[config.mk]
export PLATFORM = sky130hd
export DESIGN_NAME = comparator_n_bit
export DESIGN_NICKNAME = d
export VERILOG_FILES = /design/src/rtl/comparator_n_bit.sv
export SDC_FILE = /design/constraint.sdc
export NUM_CORES = 1
export LEC_CHECK = 0
export CAP_MARGIN = 10
export CORE_AREA = 2 2 39 41
export CTS_CLUSTER_SIZE = 8
export DETAILED_ROUTE_END_ITERATION = 6
export DIE_AREA = 0 0 41 43
export SYNTH_ARGS = -nofsm -noshare
export SYNTH_HDL_FRONTEND = slang
export SYNTH_SLANG_ARGS = --single-unit
[constraint.sdc]
create_clock -name clk -period 0.82 [get_ports clk]
set_input_delay 0.164 -clock clk [delete_from_list [all_inputs] [get_ports clk]]
set_output_delay 0.164 -clock clk [all_outputs]
set_load 0.05 [all_outputs]
[src/rtl/comparator_n_bit.sv]
`default_nettype none
// ============================================================================
//  Module      : comparator_n_bit
//  Description : Registered WIDTH-bit magnitude comparator producing one-hot
//                equal / greater / lesser flags one cycle after a valid
//                operand pair. Unsigned or two's-complement via SIGNED.
//                Optional min/max outputs when COMPARATOR_MINMAX_EN is
//                defined.
//  Revision    : 1.0 - initial release
// ============================================================================
module comparator_n_bit #(
  parameter int WIDTH  = 5,
  parameter int SIGNED = 0
) (
  input  logic             clk,
  input  logic             rst_n,
  input  logic [WIDTH-1:0] in_1,
  input  logic [WIDTH-1:0] in_2,
  input  logic             in_valid,
`ifdef COMPARATOR_MINMAX_EN
  output logic [WIDTH-1:0] min_out,
  output logic [WIDTH-1:0] max_out,
`endif
  output logic             equal,
  output logic             greater,
  output logic             lesser,
  output logic             out_valid
);

  // Flipping the sign bit maps two's-complement order onto unsigned order,
  // so one unsigned comparator serves both modes with no overflow cases.
  localparam logic [WIDTH-1:0] c_ONE       = WIDTH'(1);
  localparam logic [WIDTH-1:0] c_SIGN_MASK = (SIGNED != 0) ? (c_ONE << (WIDTH-1)) : '0;

  logic [WIDTH-1:0] w_a;
  logic [WIDTH-1:0] w_b;
  logic             w_eq;
  logic             w_gt;
  logic             w_lt;

  logic             r_equal;
  logic             r_greater;
  logic             r_lesser;
  logic             r_valid;

  assign w_a  = in_1 ^ c_SIGN_MASK;
  assign w_b  = in_2 ^ c_SIGN_MASK;
  assign w_eq = (w_a == w_b);
  assign w_gt = (w_a >  w_b);
  assign w_lt = (w_a <  w_b);

  // Flag register: capture the compare on accepted pairs, hold otherwise.
  always_ff @(posedge clk or negedge rst_n) begin
    if (!rst_n) begin
      r_equal   <= 1'b0;
      r_greater <= 1'b0;
      r_lesser  <= 1'b0;
      r_valid   <= 1'b0;
    end else begin
      r_valid <= in_valid;
      if (in_valid) begin
        r_equal   <= w_eq;
        r_greater <= w_gt;
        r_lesser  <= w_lt;
      end
    end
  end

  assign equal     = r_equal;
  assign greater   = r_greater;
  assign lesser    = r_lesser;
  assign out_valid = r_valid;

`ifdef COMPARATOR_MINMAX_EN
  logic [WIDTH-1:0] r_min;
  logic [WIDTH-1:0] r_max;

  // Min/max register: on equality both take in_1, updated alongside the flags.
  always_ff @(posedge clk or negedge rst_n) begin
    if (!rst_n) begin
      r_min <= '0;
      r_max <= '0;
    end else if (in_valid) begin
      r_min <= w_gt ? in_2 : in_1;
      r_max <= w_lt ? in_2 : in_1;
    end
  end

  assign min_out = r_min;
  assign max_out = r_max;
`else
  // Min/max datapath not built in this configuration.
`endif

endmodule
`default_nettype wire

==> results of run 1 <==
-- power breakdown --
| part | internal (uW) | switching (uW) | leakage [uW] |
|---|---|---|---|
| Clock | 183 | 93.8 | 0.0000150 |
| Sequential | 217 | 19.3 | 0.0000473 |
| Combinational | 208 | 161 | 0.000216 |
-- cells by family after synthesis --
family	Yosys count	share of synthesized area
fa+ha+maj	5	0.246
flops	4	0.394
buf+inv	6	0.0887
simple gates	5	0.0936
compound gates	6	0.177
-- repair_timing --
item,in CTS,in global routing
gates resized for setup,49,1
buffers inserted,2,0
endpoints found under the setup margin,7,6
pin swaps,11,3
-- layout make-up --
| class | instances | area (um^2) |
|---|---|---|
| fillers | 138 | 777 |
| repair buffers | 22 | 223 |
| multi-input cells | 16 | 209 |
| flip-flops and latches | 4 | 101 |
| inverters | 6 | 27.5 |
| clock buffers | 4 | 26.3 |
| well taps | 16 | 20.0 |
-- routing by layer --
| metal | up-vias | track usage | part of all wire |
|---|---|---|---|
| met5 | - | 0 | 0 |
| met4 | 0 | 0.100 | 0.013 |
| met3 | 2 | 0 | 0.058 |
| met2 | 11 | 0.172 | 0.55 |
| met1 | 125 | 0.100 | 0.38 |
| li1 | 141 | - | - |
-- stage by stage --
stage	power [uW]	hold WS (ps)	cells	worst slack, ps	instance area [um^2]
after global routing	925	131	68	-174	607
after floorplan	359	-132	26	-227	275
after CTS	883	118	68	-162	603
after detailed placement	550	377	62	-848	526
final	882	117	68	-157	607
after global placement	547	377	62	-833	526
-- flip-flops by register name, summed over array words and instances, names as in the netlist --
signal     count
lesser         1
equal          1
greater        1
out_valid      1
-- worst max path at each step --
stage          startpoint       to  cells past startpoint
5_1_grt           greater  greater                      1
3_3_place_gp      in_2[1]   lesser                      6
6_report            equal    equal                      1
3_5_place_dp      in_2[1]   lesser                      6
2_1_floorplan     in_1[0]   lesser                      5
4_1_cts             equal    equal                      1
-- cell usage in the layout, fill, tap and decap left out, types with 2 or more instances in the layout --
master    Yosys  final
dfrtp_1       4      3
nor2_1        2      2
buf_4         0      6
buf_6         0      3
inv_2         0      3
ha_4          0      4
clkbuf_4      0      3
buf_12        0      4
inv_1         6      2
buf_2         0      6
==> summary.txt, run 1 <==
Status
  • Status: complete, but fails checks
  • Violated checks: setup timing

Synthesis
  • Largest area contributor in the netlist: dfrtp_1
  • Cell count after synthesis: 26
  • Synth Register Bits: 4
  • Synth unique cells: 13
  • Ys async rst share: 1.00
  • Syn_nets: 44
  • Synth top area share: 0.394
  • EDFF count, synth: 0
  • Sequential share of the synthesized area: 0.394
  • Most common cell in the synthesized netlist: inv_1
  • Synth Warn #: 0
  • Synthesized area: 254 um^2
  • Syn Area/Cell: 9.77 um^2
  • Synth cell count leaders: inv_1, ha_1, dfrtp_1, nor2_1
  • Post-synth top flop: dfrtp_1
  • Top post-synthesis cells by area: dfrtp_1, ha_1, inv_1, a211o_1, a22o_1

Global route
  • Global-route wire length before repair: 1190 um
  • Initial antenna violation count: 0
  • Final global-route overflow total: 0
  • GRT Total Usage: 0.102
  • Number of global-route vias before repair: 328
  • Largest net degree at the start of global routing: 5

Critical path
  • CP Launch Type: flip-flop
  • Worst path max stage delay: 420 ps
  • Slowest CP cell: dfrtp_2
  • Reg2reg end: lesser
  • FF-to-FF Start: lesser
  • WP buf/inv: 1
  • CP top delay family: flip-flops
  • Crit path arrival time: 810 ps
  • Worst setup path class: reg2out
  • Reg2Reg Depth: 2
  • R2r setup slk: -60 ps
  • Worst Path Required: 660 ps
  • Crit-path max FO: 2
  • Worst-path cell chain: buf_12
  • CP Capture Type: output pin

Timing
  • Final hold violations: 0
  • Final setup viols: 6
  • Setup_tns: -745 ps
  • Minimum clock period: 977 ps
  • Slew Limit Fails: 0
  • RSZ-0062 raised after global routing: true
  • Slew headroom: 0.840
  • Fin worst setup slack: -157 ps
  • Clock skew: 0 ps
  • Peak Freq: 1.02 GHz
  • Worst-Margin Slew: 239 ps
  • Post-route clock period utilization: 1.19

Drt
  • Post-DRT Antenna Nets: 0
  • # DRC: 0
  • Final wirelength: 669 um
  • Via count: 279
  • Vias per cell: 4.10
  • Routed wire per std cell: 9.84 um
  • Initial drt markers: 3
  • Pre-antenna DRT Iters: 4

Min path
  • Path category of the worst min-delay check: in2async

Flow run
  • Max-cap viol count: 0

Floorplanning
  • Die area: 1760 um^2
  • I/O Pins: 17
  • Die Y: 43 um
  • Rows: 14
  • Die X: 41 um
  • Starting Density: 0.184
  • Core Area: 1380 um^2

Power
  • LEAKAGE: 0.000278 uW
  • Max VDD drop: 0.434 mV
  • P per Cell Area: 1450 nW/um^2

Clock tree
  • Clock Path Buffers: 2
  • CTS tree: built
  • CTS Sinks: 4
  • Clk root buf: clkbuf_4
  • Worst-Skew Late Latency: 240 ps
  • Worst-path clk slew: 40 ps
  • Total CTS buffers: 3
  • H-tree depth: 1
  • Hold buffers post-CTS: 0

Layout
  • Fraction of layout cells with a size suffix above 1: 0.731
  • Synth-to-layout area growth: 139%
  • Util after Layout: 0.439
  • Nets: 71
  • # diodes: 0

Placement
  • RePlAce Congestion: 0.650
  • Post-DP HPWL: 487 um
  • I/O Buffers: 16
Power figures use the tool's default switching activity.
==> run 2, diff against run 1 <==
==> constraint.sdc (replaced) <==
create_clock -name clk -period 1.04 [get_ports clk]
set_input_delay 0.208 -clock clk [delete_from_list [all_inputs] [get_ports clk]]
set_output_delay 0.208 -clock clk [all_outputs]
set_load 0.05 [all_outputs]
==> run 2 against run 1 <==
Compared with the run above: the flow now finishes without violations; sequential cell count stayed put; critical path depth stayed put; global-route usage is 1.4 points lower; cell count is 2.9% lower; total power is 29% lower; sequential power is 21% lower; worst hold slack better by 60 ps; die area stayed put; clock skew stayed put; routed wire length is 12% lower; via count is 7.5% lower; largest power group unchanged.
==> summary.txt, run 2 (synthesized netlist as in run 1, its figures left out) <==
Critical path
  • WP buf/inv: 1 (unchanged)
  • Worst-path cell chain: buf_12
  • Worst path max stage delay: 410 ps (about the same)
  • Crit-path max FO: 2 (unchanged)
  • CP Capture Type: output pin
  • Worst setup path class: reg2out
  • CP Launch Type: flip-flop
  • Slowest CP cell: dfrtp_1
  • CP top delay family: flip-flops
  • Crit path arrival time: 800 ps (about the same)
  • Worst Path Required: 830 ps (+170 ps)

Power
  • Net Sw Frac: 0.298 (-0.0124)
  • Clock share of power: 0.296 (-0.018)
  • Combinational power share: 0.405 (-0.013)
  • Pint: 440 uW (-28%)
  • P_sw: 187 uW (-32%)
  • Max VDD drop: 0.263 mV (-39%)
  • LEAKAGE: 0.000276 uW (-0.68%)
  • Reg power frac: 0.298 (+0.030)
  • P per Cell Area: 1120 nW/um^2 (-23%)

Global route
  • GRT Total Usage: 0.0874 (-0.0142)
  • Global-route wire length before repair: 1050 um (-12%)
  • Initial antenna violation count: 0 (unchanged)
  • Final global-route overflow total: 0 (unchanged)
  • Number of global-route vias before repair: 286 (-13%)
  • Largest net degree at the start of global routing: 5 (unchanged)

Layout
  • Post-route cell area: 559 um^2 (-7.8%)
  • Synth-to-layout area growth: 120%
  • Most common cell after layout, fill and taps aside: buf_2
  • Nets: 70 (-1.4%)
  • Final cell count without fillers: 66 (-2.9%)
  • Most frequent cells in the layout: buf_2, buf_4, dfrtp_1, buf_12
  • Fraction of layout cells with a size suffix above 1: 0.640 (-0.0908)
  • # diodes: 0 (unchanged)

Drt
  • Vias per cell: 3.91 (-4.7%)
  • Final wirelength: 586 um (-12%)
  • Post-DRT Antenna Nets: 0 (unchanged)
  • Via count: 258 (-7.5%)
  • Pre-antenna DRT Iters: 2 (-2)
  • # DRC: 0 (unchanged)
  • Routed wire per std cell: 8.88 um (-9.8%)
  • Initial drt markers: 1 (-2)

Timing
  • Slew headroom: 0.862 (+0.0215)
  • RSZ-0062 raised after global routing: true
  • Fin worst setup slack: 31.0 ps (+188 ps)
  • Worst-Margin Slew: 207 ps (-32.2 ps)
  • Minimum clock period: 1010 ps
  • Post-route clock period utilization: 0.970
  • Slew Limit Fails: 0 (unchanged)
  • Final hold violations: 0 (unchanged)
  • Clock skew: 0 ps (unchanged)
  • Final setup viols: 0 (-6)
  • Peak Freq: 0.991 GHz

Placement
  • I/O Buffers: 16 (unchanged)
  • RePlAce Congestion: 0.686 (+5.6%)
  • Place WS: -660 ps (+188 ps)
  • Placed cell areas: 532 um^2 (+1.2%)
  • DP Cell Count: 63 (+1.6%)
  • Post-DP HPWL: 479 um (-1.5%)

Floorplanning
  • Die X: 41 um (unchanged)
  • I/O Pins: 17 (unchanged)
  • Core Area: 1380 um^2 (unchanged)
  • Rows: 14 (unchanged)
  • Die area: 1760 um^2 (unchanged)
  • Starting Density: 0.184 (unchanged)
  • Die Y: 43 um (unchanged)

Clock tree
  • CTS tree: built
  • Clock Path Buffers: 2 (unchanged)
  • Total CTS buffers: 3 (unchanged)
  • H-tree depth: 1 (unchanged)
  • Clk root buf: clkbuf_4
  • CTS Sinks: 4 (unchanged)
  • Worst-Skew Late Latency: 230 ps (about the same)
  • Worst-path clk slew: 40 ps (about the same)
  • Hold buffers post-CTS: 0 (unchanged)

Min path
  • Path category of the worst min-delay check: in2async

Status
  • Status: finished clean

Flow run
  • Max-cap viol count: 0 (unchanged)
[run 2: cell count changes in the layout (fill, tap and decap cells not counted), sizes merged]
cell,change
clkbuf,+1
dlymetal6s2s,+1
dlygate4sd2,-1
buf,-3
[run 2: power groups by stage]
| stage | logic, uW | registers, uW | clock network, uW |
|---|---|---|---|
| 2_1_floorplan | 52.7 | 230 | 0 |
| 3_3_place_gp | 244 | 189 | 0 |
| 3_5_place_dp | 245 | 189 | 0 |
| 4_1_cts | 256 | 187 | 196 |
| 5_1_grt | 276 | 190 | 198 |
| 6_report | 254 | 187 | 186 |
[run 2: layout make-up]
class	count	area, um^2
flip-flops and latches	4	100
clock buffers	3	22.5
multi-input cells	16	186
well taps	16	20.0
inverters	6	27.5
repair buffers	21	203
fillers	141	825
[run 2: per-stage QoR]
stage	total power [uW]	TNS (ps)	util	hold WS [ps]
after floorplan	283	-51.2	-	-87.6
after global placement	433	-1580	0.384	418
final	627	0	0.404	177
after global routing	664	-4.09	0.404	198
after CTS	639	0	0.402	174
after detailed placement	434	-1600	0.384	422
[run 2: routing by layer]
layer / wire length (um) / global-route usage / vias to the layer above / part of all wire
met1: 239 / 0.110 / 110 / 0.41
li1: - / - / 139 / -
met5: 0 / 0 / - / 0
met2: 313 / 0.128 / 9 / 0.53
met4: 0 / 0.0800 / 0 / 0
met3: 33 / 0 / 0 / 0.056
[run 2: final timing paths]
kind	start	end	slack, ps	depth (start not counted)
max	lesser	lesser	30	1
min	rst_n	equal	180	1
max reg2reg	lesser	lesser	260	1
min reg2reg	equal	equal	550	1
max in group asynchronous	rst_n	out_valid	700	1
min in group clk	in_valid	out_valid	330	3
[run 2: repair_timing]
action | 4_1_cts | 5_1_grt
gates resized for setup | 37 | 5
setup buffers | 0 | 0
pin swaps | 7 | 5
gates cloned | 0 | 0
setup endpoints to repair | 3 | 3
